File: src/rtl/sync_filter_edge_pkg.sv
`default_nettype none
// ============================================================================
// Module   : sync_filter_edge_pkg
// Brief    : Shared limits and helpers for the synchronise/filter/edge block.
//            Holds the minimum legal chain depth and filter length and the
//            function that sizes the per-channel stability counter.
// Revision : 1.0 - initial release
// ============================================================================
package sync_filter_edge_pkg;

  // A single flop is not a synchroniser; two stages is the floor.
  localparam int c_sync_size_min = 2;

  // A filter length of 1 means "accept on first mismatch", i.e. no filtering.
  localparam int c_filt_cnt_min  = 1;

  // Counter must hold 0 .. filt_cnt-1; sized for filt_cnt+1 states so the
  // result is never zero-width, even when filt_cnt is 1.
  function automatic int cnt_width(input int filt_cnt);
    return (filt_cnt < 1) ? 1 : $clog2(filt_cnt + 1);
  endfunction

endpackage : sync_filter_edge_pkg
`default_nettype wire

File: src/rtl/sync_filter_edge_if.sv
`default_nettype none
// ============================================================================
// Module   : sync_filter_edge_if
// Brief    : Bundles the raw asynchronous levels and the conditioned
//            level/edge outputs of the input conditioner.
// Revision : 1.0 - initial release
// ============================================================================
interface sync_filter_edge_if #(
  parameter int NUM_CH = 4
);

  logic [NUM_CH-1:0] sig_a;   // raw asynchronous levels
  logic [NUM_CH-1:0] sig_b;   // filtered, synchronised levels
  logic [NUM_CH-1:0] rise_b;  // one-cycle 0->1 pulse on sig_b
  logic [NUM_CH-1:0] fall_b;  // one-cycle 1->0 pulse on sig_b

  // Source side: drives the raw levels, observes the conditioned outputs.
  modport master (
    output sig_a,
    input  sig_b,
    input  rise_b,
    input  fall_b
  );

  // Conditioner side.
  modport slave (
    input  sig_a,
    output sig_b,
    output rise_b,
    output fall_b
  );

endinterface : sync_filter_edge_if
`default_nettype wire

File: src/rtl/sync_filter_edge_ff_sync_chain.sv
`default_nettype none
// ============================================================================
// Module   : ff_sync_chain
// Brief    : 1-bit, SYNC_SIZE-deep flop synchroniser with asynchronous
//            active-low reset to RST_VAL. Output is the last stage.
// Revision : 1.0 - initial release
// ============================================================================
module ff_sync_chain
  import sync_filter_edge_pkg::*;
#(
  parameter int   SYNC_SIZE = 2,
  parameter logic RST_VAL   = 1'b0
) (
  input  wire logic clk_b,
  input  wire logic rst_n,
  input  wire logic i_d,
  output logic      o_q
);

  if (SYNC_SIZE < c_sync_size_min) begin : g_bad_sync_size
    $error("ff_sync_chain: SYNC_SIZE must be at least %0d", c_sync_size_min);
  end

  logic [SYNC_SIZE-1:0] r_stage;

  // Shift the asynchronous level through the chain; stage 0 is the capture flop.
  always_ff @(posedge clk_b or negedge rst_n) begin
    if (!rst_n) begin
      r_stage <= {SYNC_SIZE{RST_VAL}};
    end else begin
      r_stage <= {r_stage[SYNC_SIZE-2:0], i_d};
    end
  end

  assign o_q = r_stage[SYNC_SIZE-1];

endmodule : ff_sync_chain
`default_nettype wire

File: src/rtl/sync_filter_edge.sv
`default_nettype none
// ============================================================================
// Module   : sync_filter_edge
// Brief    : Multi-channel input conditioner. Each channel is synchronised
//            into clk_b, debounced by a consecutive-cycle stability filter,
//            and produces a clean level plus one-cycle rise/fall pulses.
//            Channels share nothing but clock and reset.
// Revision : 1.0 - initial release
// ============================================================================
module sync_filter_edge
  import sync_filter_edge_pkg::*;
#(
  parameter int   NUM_CH    = 4,
  parameter int   SYNC_SIZE = 2,
  parameter int   FILT_CNT  = 4,
  parameter logic RST_VAL   = 1'b0
) (
  input  wire logic          clk_b,
  input  wire logic          rst_n,
  sync_filter_edge_if.slave  bus
);

  localparam int                 c_cnt_w    = cnt_width(FILT_CNT);
  // Count value on which a persistent mismatch is finally accepted.
  localparam logic [c_cnt_w-1:0] c_cnt_last = c_cnt_w'(FILT_CNT - 1);
  localparam logic [c_cnt_w-1:0] c_cnt_one  = c_cnt_w'(1);

  if (FILT_CNT < c_filt_cnt_min) begin : g_bad_filt_cnt
    $error("sync_filter_edge: FILT_CNT must be at least %0d", c_filt_cnt_min);
  end

  if (NUM_CH < 1) begin : g_bad_num_ch
    $error("sync_filter_edge: NUM_CH must be at least 1");
  end

  for (genvar i = 0; i < NUM_CH; i++) begin : g_ch
    logic               w_s;     // synchronised level (last chain stage)
    logic [c_cnt_w-1:0] r_cnt;   // consecutive mismatch cycles seen so far
    logic               r_sig;
    logic               r_rise;
    logic               r_fall;

    ff_sync_chain #(
      .SYNC_SIZE (SYNC_SIZE),
      .RST_VAL   (RST_VAL)
    ) u_sync (
      .clk_b (clk_b),
      .rst_n (rst_n),
      .i_d   (bus.sig_a[i]),
      .o_q   (w_s)
    );

    // Accept a new level only after it has differed from the output for
    // FILT_CNT consecutive cycles; any return to match discards the run.
    // Edge pulses are registered on the same edge the level flips.
    always_ff @(posedge clk_b or negedge rst_n) begin
      if (!rst_n) begin
        r_cnt  <= '0;
        r_sig  <= RST_VAL;
        r_rise <= 1'b0;
        r_fall <= 1'b0;
      end else begin
        r_rise <= 1'b0;
        r_fall <= 1'b0;
        if (w_s == r_sig) begin
          r_cnt <= '0;
        end else if (r_cnt == c_cnt_last) begin
          r_cnt  <= '0;
          r_sig  <= w_s;
          r_rise <= w_s;
          r_fall <= ~w_s;
        end else begin
          r_cnt <= r_cnt + c_cnt_one;
        end
      end
    end

    assign bus.sig_b[i]  = r_sig;
    assign bus.rise_b[i] = r_rise;
    assign bus.fall_b[i] = r_fall;
  end

endmodule : sync_filter_edge
`default_nettype wire

File: src/flat_wrapper.sv
// flat-port wrapper written by rule: the top's interface ports become plain ports
module sync_filter_edge_flat import sync_filter_edge_pkg::*;
#(
  parameter int   NUM_CH    = 4,
  parameter int   SYNC_SIZE = 2,
  parameter int   FILT_CNT  = 4,
  parameter logic RST_VAL   = 1'b0
)
  (clk_b, rst_n, bus_sig_a, bus_sig_b, bus_rise_b, bus_fall_b);
  sync_filter_edge_if #(.NUM_CH(NUM_CH)) bus_i ();
  input  wire logic clk_b;
  input  wire logic rst_n;
  input wire logic [$bits(bus_i.sig_a)-1:0] bus_sig_a;
  output wire logic [$bits(bus_i.sig_b)-1:0] bus_sig_b;
  output wire logic [$bits(bus_i.rise_b)-1:0] bus_rise_b;
  output wire logic [$bits(bus_i.fall_b)-1:0] bus_fall_b;
  assign bus_i.sig_a = bus_sig_a;
  assign bus_sig_b = bus_i.sig_b;
  assign bus_rise_b = bus_i.rise_b;
  assign bus_fall_b = bus_i.fall_b;
  sync_filter_edge #(.NUM_CH(NUM_CH), .SYNC_SIZE(SYNC_SIZE), .FILT_CNT(FILT_CNT), .RST_VAL(RST_VAL)) u_core (.clk_b(clk_b), .rst_n(rst_n), .bus(bus_i));
endmodule
File: config.mk
export PLATFORM = sky130hd
export DESIGN_NAME = sync_filter_edge_flat
export DESIGN_NICKNAME = d
export VERILOG_FILES = /design/src/rtl/sync_filter_edge_pkg.sv /design/src/rtl/sync_filter_edge_if.sv /design/src/rtl/sync_filter_edge_ff_sync_chain.sv /design/src/rtl/sync_filter_edge.sv /design/src/flat_wrapper.sv
export SDC_FILE = /design/constraint.sdc
export NUM_CORES = 1
export LEC_CHECK = 0
export ABC_CLOCK_PERIOD_IN_PS = 2700
export BUFFER_PORTS_ARGS = -buffer_cell sky130_fd_sc_hd__buf_2
export CAP_MARGIN = 10
export CORE_ASPECT_RATIO = 1.5
export CORE_MARGIN = 5
export CORE_UTILIZATION = 58
export DETAILED_ROUTE_END_ITERATION = 7
export GPL_TIMING_DRIVEN = 0
export HOLD_SLACK_MARGIN = 0.05
export PLACE_DENSITY_LB_ADDON = 0.15
export SYNTH_ARGS = -nofsm -noshare
export SYNTH_HDL_FRONTEND = slang
export SYNTH_HIERARCHICAL = 1
export SYNTH_SLANG_ARGS = --single-unit
File: constraint.sdc
create_clock -name clk_b -period 2.7 [get_ports clk_b]
set_input_delay 0.135 -clock clk_b [delete_from_list [all_inputs] [get_ports clk_b]]
set_output_delay 0.135 -clock clk_b [all_outputs]
set_load 0.005 [all_outputs]
==> results.md <==
| Item | Value |
|:---|:---|
| Worst endpoint required time | 2.90 ns |
| Initial antenna violation count | 0 |
| Worst setup skew after layout | 0.008800 ns |
| Compound-gate portion of the synthesized area | 0% |
| Number of optimization iterations in the first detailed-route pass | 2 |
| Post-route fraction of the period consumed by the critical path | 43.68% |
| Final Hold Vio Count | 0 |
| Post-layout util | 70.37% |
| Horizontal extent of the die | 47.54 microns |
| Largest fanout on the critical path | 4 |
| Measured slew at the worst slew-check pin | 0.6508 ns |
| Number of warning messages in the yosys log | 6 |
| Headroom to the max-slew limit | 56.61% |
| Number of remaining DRC errors | 0 |
| Global-route wire length before repair | 2.760 mm |
| Clock sinks | 32 |
| Leading cell type in the layout, fill and taps excluded | sky130_fd_sc_hd__dfrtp_1 |
| Finished layout cell area | 1426 sq um |
| Status | completed |
| Crit-path cells | ha_1, nor2b_4, mux2_2 |
| Proportion of synthesized area in mux cells | 3.673% |
| Fraction of synthesized cell area in xor and xnor cells | 2.857% |
| Cells after Synth | 80 |
| Maximum root-to-sink buffer count | 2 |
| Number of placement rows | 20 |
| Kind of end point of the critical path | flip-flop |
| # setup viols final | 0 |
| Effective utilization at floorplan | 60.49% |
| Maximum ir drop on the vdd rail | 0.5322 mV |
| Count of vias placed by the detailed router | 624 |
| Detailed Route Iter0 Violations | 2 |
| Core area | 2027 sq um |
| Setup repair after global routing missed its margin | false |
| Reported max-cap violation count | 0 |
| Weighted congestion reported at the end of routability-driven placement | 0.6602 |
| TritonCTS clock tree | built |
| Post-Synthesis Cell Area | 1226 sq um |
| Layout area overhead | 16.33% |
| Filler Cells Inserted | 132 |
| Port Buffer Count | 17 |
| Shortest clock period the worst path allows after layout | 1.179 ns |
| Synthesized area per cell | 15.33 sq um |
| Sum of negative setup slack | 0 ns |
| Portion of the post-synthesis area used by sequential elements | 65.31% |
| Number of buffers added by the clock tree synthesis step | 5 |
| Layout cells sized above 1 | 39.25% |
| Overall Global Routing Usage | 13.01% |
| Total I/O pin count | 18 |
| Most frequent cells in the layout | sky130_fd_sc_hd__dfrtp_1, sky130_fd_sc_hd__buf_2, sky130_fd_sc_hd__buf_4 |
| Die ar. | 3152 sq um |
| Wirelength, routed | 1.503 mm |
| Instance area at placement | 1339 sq um |
| Simple logic cell fraction of the synthesized area | 16.73% |
| Count of antenna diodes in the layout | 0 |
| Remaining Overflow, GRT | 0 |
| Static Leakage | 0.7370 nW |
| Vertical die dimension | 66.31 microns |
| Data arrival time of the worst path | 1.38 ns |
| Synthesized flop and latch total | 32 |
| Achievable clock frequency | 847.9 MHz |
| Count of different cell masters after synthesis | 11 |
| Total half-perimeter wirelength after legalization and detailed placement | 1.034 mm |
| P per Cell Area | 812.1 nW/um^2 |
| Clock transition at the registers of the reported paths | 0.08 ns |
| Via count of the first global-routing pass | 652 |
| Dominant combinational cell family by area after synthesis | simple AND/OR/NAND/NOR gates |
| Cell type with the highest aggregate area in the netlist | sky130_fd_sc_hd__dfrtp_1 |
| Setup crit start kind | flip-flop |
| Htree depth | 2 |
| Post-synthesis adder-cell area fraction | 4.082% |
| Final Slew Violations | 0 |
| Mean routed wirelength per cell | 11.65 microns |
| Top cells by area, synth | sky130_fd_sc_hd__dfrtp_1, sky130_fd_sc_hd__buf_4, sky130_fd_sc_hd__nor3b_1, sky130_fd_sc_hd__and3b_1, sky130_fd_sc_hd__ha_1 |
| Final net count | 119 |
| Insertion delay of the later-clocked pin in the worst-skew pair | 0.32 ns |
| Syn_nets | 90 |
| Largest net degree at the start of global routing | 33 |
| Total power of the final layout | 1.158 mW |
| Stage delay of the slowest cell on the critical path | 0.36 ns |
| Hold buffer count at cts | 5 |
| Number of buffers inserted by post-CTS setup repair | 0 |
| Worst min-delay path class | flip-flop to flip-flop |
| Clock tree root driver cell | sky130_fd_sc_hd__clkbuf_4 |
| Max stage delay cell, worst path | sky130_fd_sc_hd__dfrtp_1 |
| Crit Path Category | flip-flop to flip-flop |
| Routed Antenna Nets | 0 |
| CTS-repair resized insts | 0 |
| Area share of the largest cell type after synthesis | 65.31% |
| Post-DR vias/cell | 4.837 |
critical path, delay by kind of cell (launching register included):
family	cells	cell delay, ns
adder cells (fa/ha/maj)	1	0.19
flip-flops	1	0.36
AND/OR/NAND/NOR	1	0.18
multiplexers	1	0.34
report_power, final:
part,total (mW),switching [mW],leakage (nW),internal (mW)
logic,0.302,0.108,0.303,0.194
registers,0.636,0.0652,0.411,0.571
clock network,0.220,0.133,0.0230,0.0867
Yosys cell counts (all sizes together):
master	instances
and3b	6
buf	12
dfrtp	32
ha	4
mux2	4
nand2b	2
nor2b	4
nor3	2
nor3b	10
xnor2	4
per-layer routing:
layer	part of all wire [%]	vias to the layer above	global-route usage (%)
li1	-	311	-
met5	0	-	0
met2	47	21	19.80
met1	42	288	13.51
met3	9.5	4	7.629
met4	2.1	0	7.071
cell type report:
class | count | area [sq um] | share of cell area [%]
Tap cell | 22 | 27.53 | 1.930
Multi-Input combinational cell | 36 | 335.3 | 23.51
Clock buffer | 5 | 37.54 | 2.632
Timing Repair Buffer | 22 | 135.1 | 9.474
Buffer | 12 | 90.09 | 6.316
Sequential cell | 32 | 800.8 | 56.14
kinds of logic (layout without fill, tap and decap cells):
group	count (synthesis)	in the layout
flip-flops	32	32
AND/OR/NAND/NOR	24	24
buffers and inverters	12	39
adder cells (fa/ha/maj)	4	4
XOR/XNOR	4	4
multiplexers	4	4
state kept, by name, indices dropped and copies added, names as in the netlist:
register / flops
u_core/g_ch.r_fall: 4
u_core/g_ch.r_cnt: 12
u_core/g_ch.r_sig: 4
u_core/g_ch.r_rise: 4
u_core/g_ch.u_sync/r_stage: 8
per-stage QoR:
step / hold WS, ns / cells / setup slack [ns]
2_1_floorplan: -0.1606 / 80 / 1.584
5_1_grt: 0.3756 / 129 / 1.467
3_5_place_dp: 0.2120 / 119 / 1.538
4_1_cts: 0.3524 / 129 / 1.521
3_3_place_gp: 0.2031 / 119 / 1.559
6_report: 0.3494 / 129 / 1.521
final timing paths:
kind	start	endpoint	slack, ns	cells past startpoint
hold reg to reg	u_core/g_ch[1].u_sync/r_stage[0]	u_core/g_ch[1].u_sync/r_stage[1]	0.35	0
max in group asynchronous	rst_n	u_core/g_ch[3].r_sig	1.90	2
hold / removal	u_core/g_ch[1].u_sync/r_stage[0]	u_core/g_ch[1].u_sync/r_stage[1]	0.35	0
setup reg to reg	u_core/g_ch[3].r_cnt[0]	u_core/g_ch[3].r_sig	1.52	3
setup / recovery	u_core/g_ch[3].r_cnt[0]	u_core/g_ch[3].r_sig	1.52	3
min in group asynchronous	rst_n	u_core/g_ch[0].r_cnt[0]	0.37	2
Note: power is estimated with default switching activity, not from simulation.
